$ cat src/rtl/eim_bridge_pkg.sv
// Shared types and constants for the EIM segment bridge.
package eim_bridge_pkg;

  localparam int unsigned SEG_MSB    = 16;
  localparam int unsigned SEG_LSB    = 14;
  localparam int unsigned REG_ADDR_W = 14;
  localparam int unsigned DATA_W     = 32;

  typedef enum logic [1:0] {
    ST_IDLE      = 2'd0,
    ST_WRITE     = 2'd1,
    ST_READ_WAIT = 2'd2,
    ST_CAPTURE   = 2'd3
  } state_t;

endpackage

$ cat src/rtl/eim_segment_rd_mux.sv
// Registered NUM_SEGMENTS:1 read-word mux; out-of-range segments return UNMAPPED_DATA.
module eim_segment_rd_mux
  import eim_bridge_pkg::*;
#(
  parameter int unsigned       NUM_SEGMENTS  = 4,
  parameter logic [DATA_W-1:0] UNMAPPED_DATA = 32'hDEADBEEF
) (
  input  logic                             clk,
  input  logic                             rst,
  input  logic                             capture,
  input  logic [2:0]                       seg_idx,
  input  logic [NUM_SEGMENTS*DATA_W-1:0]   seg_read_data,
  output logic [DATA_W-1:0]                read_data,
  output logic                             read_valid
);

  logic [DATA_W-1:0] word;

  always_comb begin
    word = UNMAPPED_DATA;
    for (int unsigned i = 0; i < NUM_SEGMENTS; i++) begin
      if (32'(seg_idx) == i) word = seg_read_data[i*DATA_W +: DATA_W];
    end
  end

  always_ff @(posedge clk) begin
    if (rst) begin
      read_data  <= '0;
      read_valid <= 1'b0;
    end else begin
      read_valid <= capture;
      if (capture) read_data <= word;
    end
  end

endmodule

$ cat src/rtl/eim_segment_bridge.sv
// EIM strobe to segment-select bridge with fixed read latency and sticky error flag.
// Optional error counter enabled by defining EIM_SEGMENT_BRIDGE_ERR_CNT_EN.
module eim_segment_bridge
  import eim_bridge_pkg::*;
#(
  parameter int unsigned       NUM_SEGMENTS  = 4,
  parameter int unsigned       READ_LATENCY  = 2,
  parameter logic [DATA_W-1:0] UNMAPPED_DATA = 32'hDEADBEEF
) (
  input  logic                           sys_clk,
  input  logic                           sys_rst,
  input  logic [16:0]                    sys_eim_addr,
  input  logic                           sys_eim_wr,
  input  logic                           sys_eim_rd,
  input  logic [DATA_W-1:0]              sys_write_data,
  output logic [DATA_W-1:0]              sys_read_data,
  output logic                           sys_read_valid,
  output logic                           busy,
  output logic                           err,
  output logic [NUM_SEGMENTS-1:0]        seg_cs,
  output logic                           seg_we,
  output logic [REG_ADDR_W-1:0]          seg_addr,
  output logic [DATA_W-1:0]              seg_write_data,
  input  logic [NUM_SEGMENTS*DATA_W-1:0] seg_read_data,
  output logic [15:0]                    err_count
);

  state_t                  state, state_next;
  logic [3:0]              lat_cnt;
  logic [2:0]              seg_idx;
  logic [2:0]              strobe_idx;
  logic                    idle, strobe, mapped;
  logic                    accept_wr, accept_rd, err_event, capture;
  logic [NUM_SEGMENTS-1:0] cs_decode;

  assign strobe_idx = sys_eim_addr[SEG_MSB:SEG_LSB];
  assign idle       = (state == ST_IDLE);
  assign strobe     = sys_eim_wr | sys_eim_rd;
  assign mapped     = 32'(strobe_idx) < NUM_SEGMENTS;
  assign accept_wr  = idle & sys_eim_wr;
  // A collision is served as a write; the read half is dropped.
  assign accept_rd  = idle & sys_eim_rd & ~sys_eim_wr;
  assign err_event  = strobe & (~idle | (sys_eim_wr & sys_eim_rd) | ~mapped);

  always_comb begin
    cs_decode = '0;
    for (int unsigned i = 0; i < NUM_SEGMENTS; i++) begin
      if (32'(strobe_idx) == i) cs_decode[i] = 1'b1;
    end
  end

  always_ff @(posedge sys_clk) begin
    if (sys_rst) state <= ST_IDLE;
    else         state <= state_next;
  end

  always_comb begin
    state_next = state;
    unique case (state)
      ST_IDLE: begin
        if (accept_wr)      state_next = ST_WRITE;
        else if (accept_rd) state_next = ST_READ_WAIT;
      end
      ST_WRITE:     state_next = ST_IDLE;
      ST_READ_WAIT: if (lat_cnt == 4'd0) state_next = ST_CAPTURE;
      ST_CAPTURE:   state_next = ST_IDLE;
      default:      state_next = ST_IDLE;
    endcase
  end

  always_comb begin
    busy    = (state == ST_READ_WAIT) || (state == ST_CAPTURE);
    capture = (state == ST_CAPTURE);
  end

  always_ff @(posedge sys_clk) begin
    if (sys_rst) begin
      seg_cs         <= '0;
      seg_we         <= 1'b0;
      seg_addr       <= '0;
      seg_write_data <= '0;
      seg_idx        <= '0;
      lat_cnt        <= '0;
      err            <= 1'b0;
    end else begin
      seg_cs <= '0;
      seg_we <= 1'b0;
      if (accept_wr || accept_rd) begin
        seg_cs   <= cs_decode;
        seg_we   <= accept_wr;
        seg_addr <= sys_eim_addr[REG_ADDR_W-1:0];
        seg_idx  <= strobe_idx;
      end
      if (accept_wr) seg_write_data <= sys_write_data;
      if (accept_rd) begin
        lat_cnt <= 4'(READ_LATENCY - 1);
      end else if (state == ST_READ_WAIT && lat_cnt != 4'd0) begin
        lat_cnt <= lat_cnt - 4'd1;
      end
      if (err_event) err <= 1'b1;
    end
  end

  eim_segment_rd_mux #(
    .NUM_SEGMENTS (NUM_SEGMENTS),
    .UNMAPPED_DATA(UNMAPPED_DATA)
  ) u_rd_mux (
    .clk          (sys_clk),
    .rst          (sys_rst),
    .capture      (capture),
    .seg_idx      (seg_idx),
    .seg_read_data(seg_read_data),
    .read_data    (sys_read_data),
    .read_valid   (sys_read_valid)
  );

`ifdef EIM_SEGMENT_BRIDGE_ERR_CNT_EN
  always_ff @(posedge sys_clk) begin
    if (sys_rst)                                   err_count <= '0;
    else if (err_event && err_count != 16'hFFFF)   err_count <= err_count + 16'd1;
  end
`else
  assign err_count = '0;
`endif

endmodule

$ cat config.mk
export PLATFORM = sky130hd
export DESIGN_NAME = eim_segment_bridge
export DESIGN_NICKNAME = d
export VERILOG_FILES = /design/src/rtl/eim_bridge_pkg.sv /design/src/rtl/eim_segment_rd_mux.sv /design/src/rtl/eim_segment_bridge.sv
export SDC_FILE = /design/constraint.sdc
export NUM_CORES = 1
export LEC_CHECK = 0
export ABC_AREA = 1
export CORE_ASPECT_RATIO = 0.9
export CORE_MARGIN = 4
export CORE_UTILIZATION = 41
export CTS_CLUSTER_DIAMETER = 80
export DETAILED_ROUTE_END_ITERATION = 10
export PLACE_DENSITY_LB_ADDON = 0.05
export SKIP_CTS_REPAIR_TIMING = 1
export SLEW_MARGIN = 20
export SYNTH_ARGS = -nofsm -noshare
export SYNTH_HDL_FRONTEND = slang
export SYNTH_HIERARCHICAL = 1
export SYNTH_SLANG_ARGS = --single-unit
$ cat constraint.sdc
create_clock -name sys_clk -period 2.38 [get_ports sys_clk]
set_input_delay 0.357 -clock sys_clk [delete_from_list [all_inputs] [get_ports sys_clk]]
set_output_delay 0.357 -clock sys_clk [all_outputs]
set_load 0.02 [all_outputs]
==> results.json, run 1 <==
{
  "run_status": "finished, final reports clean",
  "power_mw": 4.50,
  "hold_class": "in -> reg",
  "internal_power_mw": 3.07,
  "timing.final.crit_period_ps": 1790,
  "io_buffers": 266,
  "critPathMaxStageDelay_ps": 660,
  "syn_inst": 719,
  "path_buf_inv": 1,
  "grt_pass1_vias": 5296,
  "min_path_cells": 4,
  "top_layer_used": "met4",
  "rrSetupSlack_ps": 700,
  "timing.slew.headroom_pct": 56.6,
  "p_per_area_nw_per_um2": 584,
  "drcViolationCount": 0,
  "route.met3.wl_um": 1910,
  "dp_cells": 1106,
  "vias": 5455,
  "ios": 283,
  "final_nets": 1143,
  "grt_antenna_before_repair": 0,
  "switchingPower_mw": 1.43,
  "drv_slew": 0,
  "finalCritPeriodShare_pct": 75.3,
  "cts_sinks": 94,
  "die_area_um2": 13500,
  "reg2reg_depth": 5,
  "fin_area_um2": 7700,
  "hold_end": "seg_idx[0]$_SDFFE_PP0P_",
  "crit_type": "reg -> out",
  "rsz0062_at_grt": "false",
  "dp_hpwl_um": 12700,
  "placed_cell_area_um2": 7400,
  "seqPwrFrac_pct": 39.0,
  "gr-total-overflow": 0,
  "place_ws_ps": 553,
  "final_common_cell": "clkdlybuf4s50_1",
  "ir_worst_vdd_v": 0.000591,
  "wl_met1_um": 6740,
  "drt-initial-drc-count": 291,
  "maxCapViolCount": 0,
  "viasPerCell": 4.86,
  "crit_chain": "clkdlybuf4s50_1",
  "arrival_ps": 1430,
  "yosysSeqAreaShare_pct": 39.3,
  "root_buffer": "clkbuf_16",
  "start_kind": "flip-flop",
  "grt_use_total_pct": 25.3,
  "max_freq_mhz": 558,
  "multiInputGateArea_um2": 2390,
  "rr_endpoint": "u_rd_mux/read_data[14]$_SDFFE_PP0P_",
  "synth_area_um2": 4780,
  "swShare_pct": 31.8,
  "finClkSkew_ps": 8.33,
  "grt_pass1_wl_um": 27200,
  "place.gp.congestion": 0.815,
  "finalSetupTns_ps": 0,
  "antenna_cells": 0,
  "die_h_um": 110,
  "max_slew.worst_pin.slew_ps": 651,
  "wl_per_cell_um": 15.6,
  "p_comb_share_pct": 29.1,
  "clk_latency_ps": 350,
  "first_pass_iters": 5,
  "die_w_um": 122,
  "crit_cells": 1,
  "syn-mean-instance-area_um2": 6.65,
  "dr_wl_met2_um": 8440,
  "rows": 37,
  "routed_wl_um": 17500,
  "antenna_left": 0,
  "ys_warn_count": 6,
  "grt_max_degree": 66,
  "stdcell_count": 1122,
  "worstPathRequired_ps": 2020,
  "start_util_pct": 41.8,
  "setup_viol": 0,
  "pwr-share-clk_pct": 31.9,
  "ff_latch_area_um2": 1880,
  "mostFrequentLayoutCells": "clkdlybuf4s50_1 (265), nand2_1 (190), nor2_1 (115)",
  "final_hold_viol_count": 0,
  "crit_fanout": 4,
  "h-tree-depth": 3,
  "path_delay_family": "buffers and inverters",
  "ys_ff_latch": 94,
  "core_area_um2": 11400,
  "layout-drive-gt1-share_pct": 5.18,
  "fin_ws_ps": 589,
  "ys_types": 27,
  "n_fill_cell": 988,
  "cts_tree": "yes",
  "r2r_start": "seg_idx[2]$_SDFFE_PP0P_",
  "p_leak_nw": 3.25,
  "area_growth_pct": 61.0,
  "end_kind": "primary output",
  "worstHoldStart": "sys_rst",
  "fin_hold_ws_ps": 458,
  "worst_path_max_delay_cell": "clkdlybuf4s50_1",
  "cts_buffers": 9,
  "clk_path_buf_depth": 2,
  "fin_util_pct": 67.3,
  "clkSlewWorstSetupHoldPaths_ps": 70
}
layout make-up:
type                    count  area share, %
repair buffers            276           35.5
multi-input cells         527           31.0
flip-flops and latches     94           24.4
clock buffers              10           3.10
inverters                  53           2.65
well taps                 156           2.53
clock inverters             6          0.747
power by group through the flow:
stage / Sequential, mW / Clock, mW / Combinational [mW]
detailed placement: 1.78 / 0 / 1.31
global placement: 1.78 / 0 / 1.28
CTS: 1.75 / 1.47 / 1.31
global route: 1.77 / 1.53 / 1.43
finish: 1.75 / 1.43 / 1.31
floorplan: 1.89 / 0 / 0.605
registers in the layout, summed over array words and instances, names as in the netlist:
name                 count
u_rd_mux/read_data      32
seg_idx                  3
state                    2
err                      1
u_rd_mux/read_valid      1
lat_cnt                  4
seg_write_data          32
seg_cs                   4
seg_we                   1
seg_addr                14
cell usage after synthesis:
| master | instances | area share [%] |
|---|---|---|
| nor2_1 | 116 | 9.1 |
| nand2_1 | 190 | 15 |
| buf_1 | 5 | 0.39 |
| nor2_2 | 9 | 1.2 |
| nor3_4 | 1 | 0.34 |
| dfxtp_1 | 94 | 39 |
| o21ai_0 | 29 | 3.0 |
| o21ai_1 | 38 | 4.0 |
| clkinv_1 | 1 | 0.078 |
| buf_6 | 8 | 1.9 |
| inv_4 | 2 | 0.26 |
| ha_1 | 1 | 0.26 |
| nand3b_1 | 24 | 3.8 |
| nand4_1 | 8 | 1.0 |
| buf_2 | 11 | 1.2 |
| conb_1 | 1 | 0.078 |
| nand2_2 | 1 | 0.13 |
| clkbuf_1 | 18 | 1.4 |
| xor2_1 | 1 | 0.18 |
| a21oi_1 | 63 | 6.6 |
| nor3_1 | 4 | 0.42 |
| inv_1 | 47 | 3.7 |
| buf_4 | 18 | 2.8 |
| nor2_4 | 3 | 0.71 |
| nor2_8 | 2 | 0.84 |
| nand3_1 | 21 | 2.2 |
| inv_2 | 3 | 0.24 |
logic make-up after synthesis:
group,Yosys count,synth area share [%]
AO/OA/AOI/OAI,130,13.6
XOR/XNOR,1,0.183
adder cells (fa/ha/maj),1,0.261
buffers and inverters,113,11.9
flip-flops,94,39.3
other,1,0.0784
AND/OR/NAND/NOR,379,34.6
worst max path at each step:
stage | endpoint | start
finish | busy | state[1]$_SDFFE_PP0P_
global route | busy | state[1]$_SDFFE_PP0P_
CTS | busy | state[1]$_SDFFE_PP0P_
detailed placement | seg_write_data[10]$_SDFFE_PP0P_ | sys_eim_wr
global placement | seg_write_data[0]$_SDFFE_PP0P_ | sys_eim_wr
floorplan | u_rd_mux/read_data[19]$_SDFFE_PP0P_ | seg_idx[1]$_SDFFE_PP0P_
metal layers:
layer  global-route usage (%)  up-vias
met5                        0        -
li1                         -     2736
met2                     43.2      237
met4                     8.89        0
met1                     28.2     2454
met3                     10.1       28
Note: power is estimated with default switching activity, not from simulation.
==> inputs of run 2 (changes only) <==
Settings changed: CORE_UTILIZATION 41 to 38.
Clock period 2.38 ns to 1.83 ns, I/O delays scaled along.
==> run 2 against run 1 <==
  * Register-to-register slack got worse by 410 ps
  * Critical path depth did not move
  * Largest cell class unchanged
  * Count of clock-buffer cells in the layout fell by 1
  * Final cell count rose by 0.71%
  * Sequential share of layout area fell by 0.22 points
  * Combinational power rose by 32%
  * Die area rose by 7.3%
  * Core utilization fell by 3.5 points
  * Clock power rose by 33%
  * Final area rose by 0.89%
  * Global-route usage fell by 1.9 points
==> results.json, run 2 (synthesis results as in run 1) <==
{
  "run_status": "finished, final reports clean",
  "path_delay_family": "buffers and inverters",
  "ir_worst_vdd_v": 0.000595,
  "p_leak_nw": 3.28,
  "max_freq_mhz": 593,
  "rsz0062_at_grt": "false",
  "cts_sinks": 94,
  "rows": 38,
  "reg2reg_depth": 8,
  "io_buffers": 266,
  "gr-total-overflow": 0,
  "arrival_ps": 1410,
  "wl_per_cell_um": 15.6,
  "mostFrequentLayoutCells": "clkdlybuf4s50_1 (265), nand2_1 (190), nor2_1 (115)",
  "viasPerCell": 4.86,
  "grt_use_total_pct": 23.4,
  "grt_pass1_vias": 5372,
  "h-tree-depth": 3,
  "path_buf_inv": 1,
  "final_nets": 1147,
  "crit_chain": "clkdlybuf4s50_1",
  "vias": 5489,
  "cts_buffers": 9,
  "place.gp.congestion": 0.965,
  "crit_cells": 1,
  "antenna_left": 0,
  "p_per_area_nw_per_um2": 760,
  "routed_wl_um": 17600,
  "drcViolationCount": 0,
  "clk_latency_ps": 340,
  "critPathMaxStageDelay_ps": 650,
  "start_kind": "flip-flop",
  "crit_fanout": 4,
  "worstPathRequired_ps": 1560,
  "min_path_cells": 4,
  "drv_slew": 0,
  "grt_pass1_wl_um": 27200,
  "rrSetupSlack_ps": 290,
  "ios": 283,
  "hold_class": "in -> reg",
  "layout-drive-gt1-share_pct": 5.57,
  "antenna_cells": 0,
  "die_h_um": 114,
  "root_buffer": "clkbuf_16",
  "top_regs": "seg_write_data x32, u_rd_mux/read_data x32, seg_addr x14",
  "cts_tree": "yes",
  "maxCapViolCount": 0,
  "final_common_cell": "clkdlybuf4s50_1",
  "dp_hpwl_um": 13000,
  "first_pass_iters": 5,
  "drt-initial-drc-count": 285,
  "crit_type": "reg -> out",
  "area_growth_pct": 62.4,
  "die_w_um": 126,
  "worst_path_max_delay_cell": "clkdlybuf4s50_1",
  "clk_path_buf_depth": 2,
  "die_area_um2": 14500,
  "core_area_um2": 12200,
  "final_hold_viol_count": 0,
  "finalSetupTns_ps": 0,
  "finClkSkew_ps": 6.56,
  "grt_antenna_before_repair": 1,
  "power_mw": 5.91,
  "clkSlewWorstSetupHoldPaths_ps": 70,
  "start_util_pct": 39.3,
  "grt_max_degree": 66,
  "timing.final.crit_period_ps": 1690,
  "setup_viol": 0,
  "finalCritPeriodShare_pct": 92.1,
  "end_kind": "primary output"
}
[run 2: where the power goes]
group / switching (mW) / internal [mW]
clock: 0.828 / 1.08
sequential: 0.0868 / 2.19
combinational: 0.909 / 0.821
total: 1.82 / 4.08
[run 2: final timing paths]
path | from | end
worst max-delay path | state[1]$_SDFFE_PP0P_ | busy
worst min-delay path | sys_rst | seg_idx[0]$_SDFFE_PP0P_
worst max register to register | seg_idx[0]$_SDFFE_PP0P_ | u_rd_mux/read_data[12]$_SDFFE_PP0P_
worst min register to register | u_rd_mux/read_data[23]$_SDFFE_PP0P_ | u_rd_mux/read_data[23]$_SDFFE_PP0P_
[run 2: per-layer routing]
metal / global-route usage, % / up-vias / routed length [µm]
met5: 0 / - / 8
met4: 10.7 / 2 / 613
met3: 7.88 / 39 / 1670
met2: 38.9 / 239 / 8250
met1: 27.5 / 2461 / 7060
li1: - / 2748 / -
[run 2: layout make-up]
class	instances	area (µm²)
fillers	1109	4400
repair buffers	280	2790
inverters	53	204
well taps	160	200
flip-flops and latches	94	1880
clock buffers	9	225
clock inverters	7	80.1
multi-input cells	527	2390
[run 2: per-stage QoR]
stage	cells	setup slack [ps]	util, %	hold slack, ps	instance area [µm²]
after detailed placement	1114	172	61.3	456	7460
after floorplan	734	567	-	403	4840
after global routing	1130	95.8	63.8	404	7770
after CTS	1130	119	63.8	339	7770
after global placement	1114	226	61.3	452	7460
final	1130	145	63.8	365	7770
==> inputs of run 3 (changes only) <==
Settings changed: CELL_PAD_IN_SITES_DETAIL_PLACEMENT from default to 1, CELL_PAD_IN_SITES_GLOBAL_PLACEMENT from default to 1, CORE_UTILIZATION 38 to 25.
==> run 3 against run 2 <==
  * Die area rose by 48%
  * Via count fell by 0.22%
  * Non-clock buffer count rose by 4
  * Maximum frequency fell by 0.66%
  * Highest routed layer is now met4
  * Global-route usage fell by 4.7 points
  * Critical path type unchanged
  * First-iteration DRC count fell by 55%
  * Final cell count rose by 7.9%
  * Sequential share of layout area fell by 0.41 points
  * Clock skew barely moved
  * Final area rose by 1.7%
  * Sequential cell count did not move
==> results.json, run 3 (synthesis results as in run 1) <==
{
  "run_status": "finished, final reports clean",
  "viasPerCell": 4.49,
  "grt_use_total_pct": 18.7,
  "antenna_cells": 0,
  "worstPathRequired_ps": 1560,
  "ios": 283,
  "timing.slew.headroom_pct": 56.2,
  "clk_path_buf_depth": 2,
  "cts_buffers": 9,
  "first_pass_iters": 5,
  "place_ws_ps": 138,
  "hold_class": "reg -> reg",
  "top_regs": "seg_write_data x32, u_rd_mux/read_data x32, seg_addr x14",
  "reg2reg_depth": 6,
  "final_nets": 1151,
  "gr-total-overflow": 0,
  "h-tree-depth": 3,
  "final_common_cell": "clkdlybuf4s50_1",
  "clk_latency_ps": 340,
  "path_delay_family": "buffers and inverters",
  "cts_sinks": 94,
  "grt_max_degree": 54,
  "maxCapViolCount": 0,
  "path_buf_inv": 1,
  "crit_cells": 1,
  "arrival_ps": 1420,
  "startpoint": "state[1]$_SDFFE_PP0P_",
  "start_kind": "flip-flop",
  "setup_viol": 0,
  "grt_antenna_before_repair": 0,
  "worstHoldStart": "seg_addr[1]$_SDFFE_PP0P_",
  "ir_worst_vdd_v": 0.000489,
  "die_h_um": 139,
  "rows": 47,
  "fin_hold_ws_ps": 466,
  "end_kind": "primary output",
  "antenna_left": 0,
  "max_slew.worst_pin.slew_ps": 657,
  "finalSetupTns_ps": 0,
  "critPathMaxStageDelay_ps": 660,
  "die_w_um": 154,
  "final_hold_viol_count": 0,
  "place.gp.congestion": 0.826,
  "crit_type": "reg -> out",
  "drv_slew": 0,
  "rrSetupSlack_ps": 280,
  "max_freq_mhz": 590,
  "routed_wl_um": 20800,
  "vias": 5477,
  "fin_ws_ps": 134,
  "r2r_start": "seg_idx[2]$_SDFFE_PP0P_",
  "mostFrequentLayoutCells": "clkdlybuf4s50_1 (265), nand2_1 (190), nor2_1 (115)",
  "dp_hpwl_um": 15500,
  "io_buffers": 266,
  "wl_per_cell_um": 17.0,
  "crit_chain": "clkdlybuf4s50_1",
  "crit_fanout": 4,
  "drcViolationCount": 0,
  "min_path_cells": 2,
  "rsz0062_at_grt": "false",
  "area_growth_pct": 65.2,
  "p_leak_nw": 3.29,
  "drt-initial-drc-count": 129,
  "layout-drive-gt1-share_pct": 5.85,
  "finalCritPeriodShare_pct": 92.7,
  "finClkSkew_ps": 6.67,
  "core_area_um2": 18600,
  "clkSlewWorstSetupHoldPaths_ps": 70,
  "cts_tree": "yes",
  "start_util_pct": 25.7,
  "p_per_area_nw_per_um2": 762,
  "worst_path_max_delay_cell": "clkdlybuf4s50_1",
  "root_buffer": "clkbuf_16",
  "grt_pass1_vias": 5861,
  "power_mw": 6.02,
  "timing.final.crit_period_ps": 1700,
  "die_area_um2": 21400,
  "grt_pass1_wl_um": 32600,
  "fin_util_pct": 42.5
}
==> run 3: final cells by class <==
class,instances,area [µm²]
repair buffers,284,2820
flip-flops and latches,94,1880
inverters,53,204
clock inverters,6,68.8
well taps,245,307
fillers,2328,10700
multi-input cells,527,2400
clock buffers,10,229
==> run 3: report_power, final <==
part	total, mW	switching (mW)	internal (mW)
sequential	2.28	0.0958	2.19
combinational	1.79	0.949	0.843
clock	1.94	0.870	1.07
total	6.02	1.92	4.10
==> run 3: metal layers <==
| metal | routed length [µm] | track usage [%] | up-vias |
|---|---|---|---|
| li1 | - | - | 2743 |
| met3 | 1610 | 7.02 | 10 |
| met4 | 144 | 2.74 | 0 |
| met2 | 9830 | 31.7 | 184 |
| met5 | 0 | 0 | - |
| met1 | 9170 | 23.3 | 2540 |
==> run 3: final timing paths <==
path,to
hold / removal,seg_addr[1]$_SDFFE_PP0P_
setup reg to reg,u_rd_mux/read_data[14]$_SDFFE_PP0P_
hold reg to reg,seg_addr[1]$_SDFFE_PP0P_
setup / recovery,busy
==> run 3: stage by stage <==
stage / std cells / cell area, µm²
3_3_place_gp: 1203 / 7610
4_1_cts: 1219 / 7900
2_1_floorplan: 734 / 4840
5_1_grt: 1219 / 7900
6_report: 1219 / 7900
3_5_place_dp: 1203 / 7610
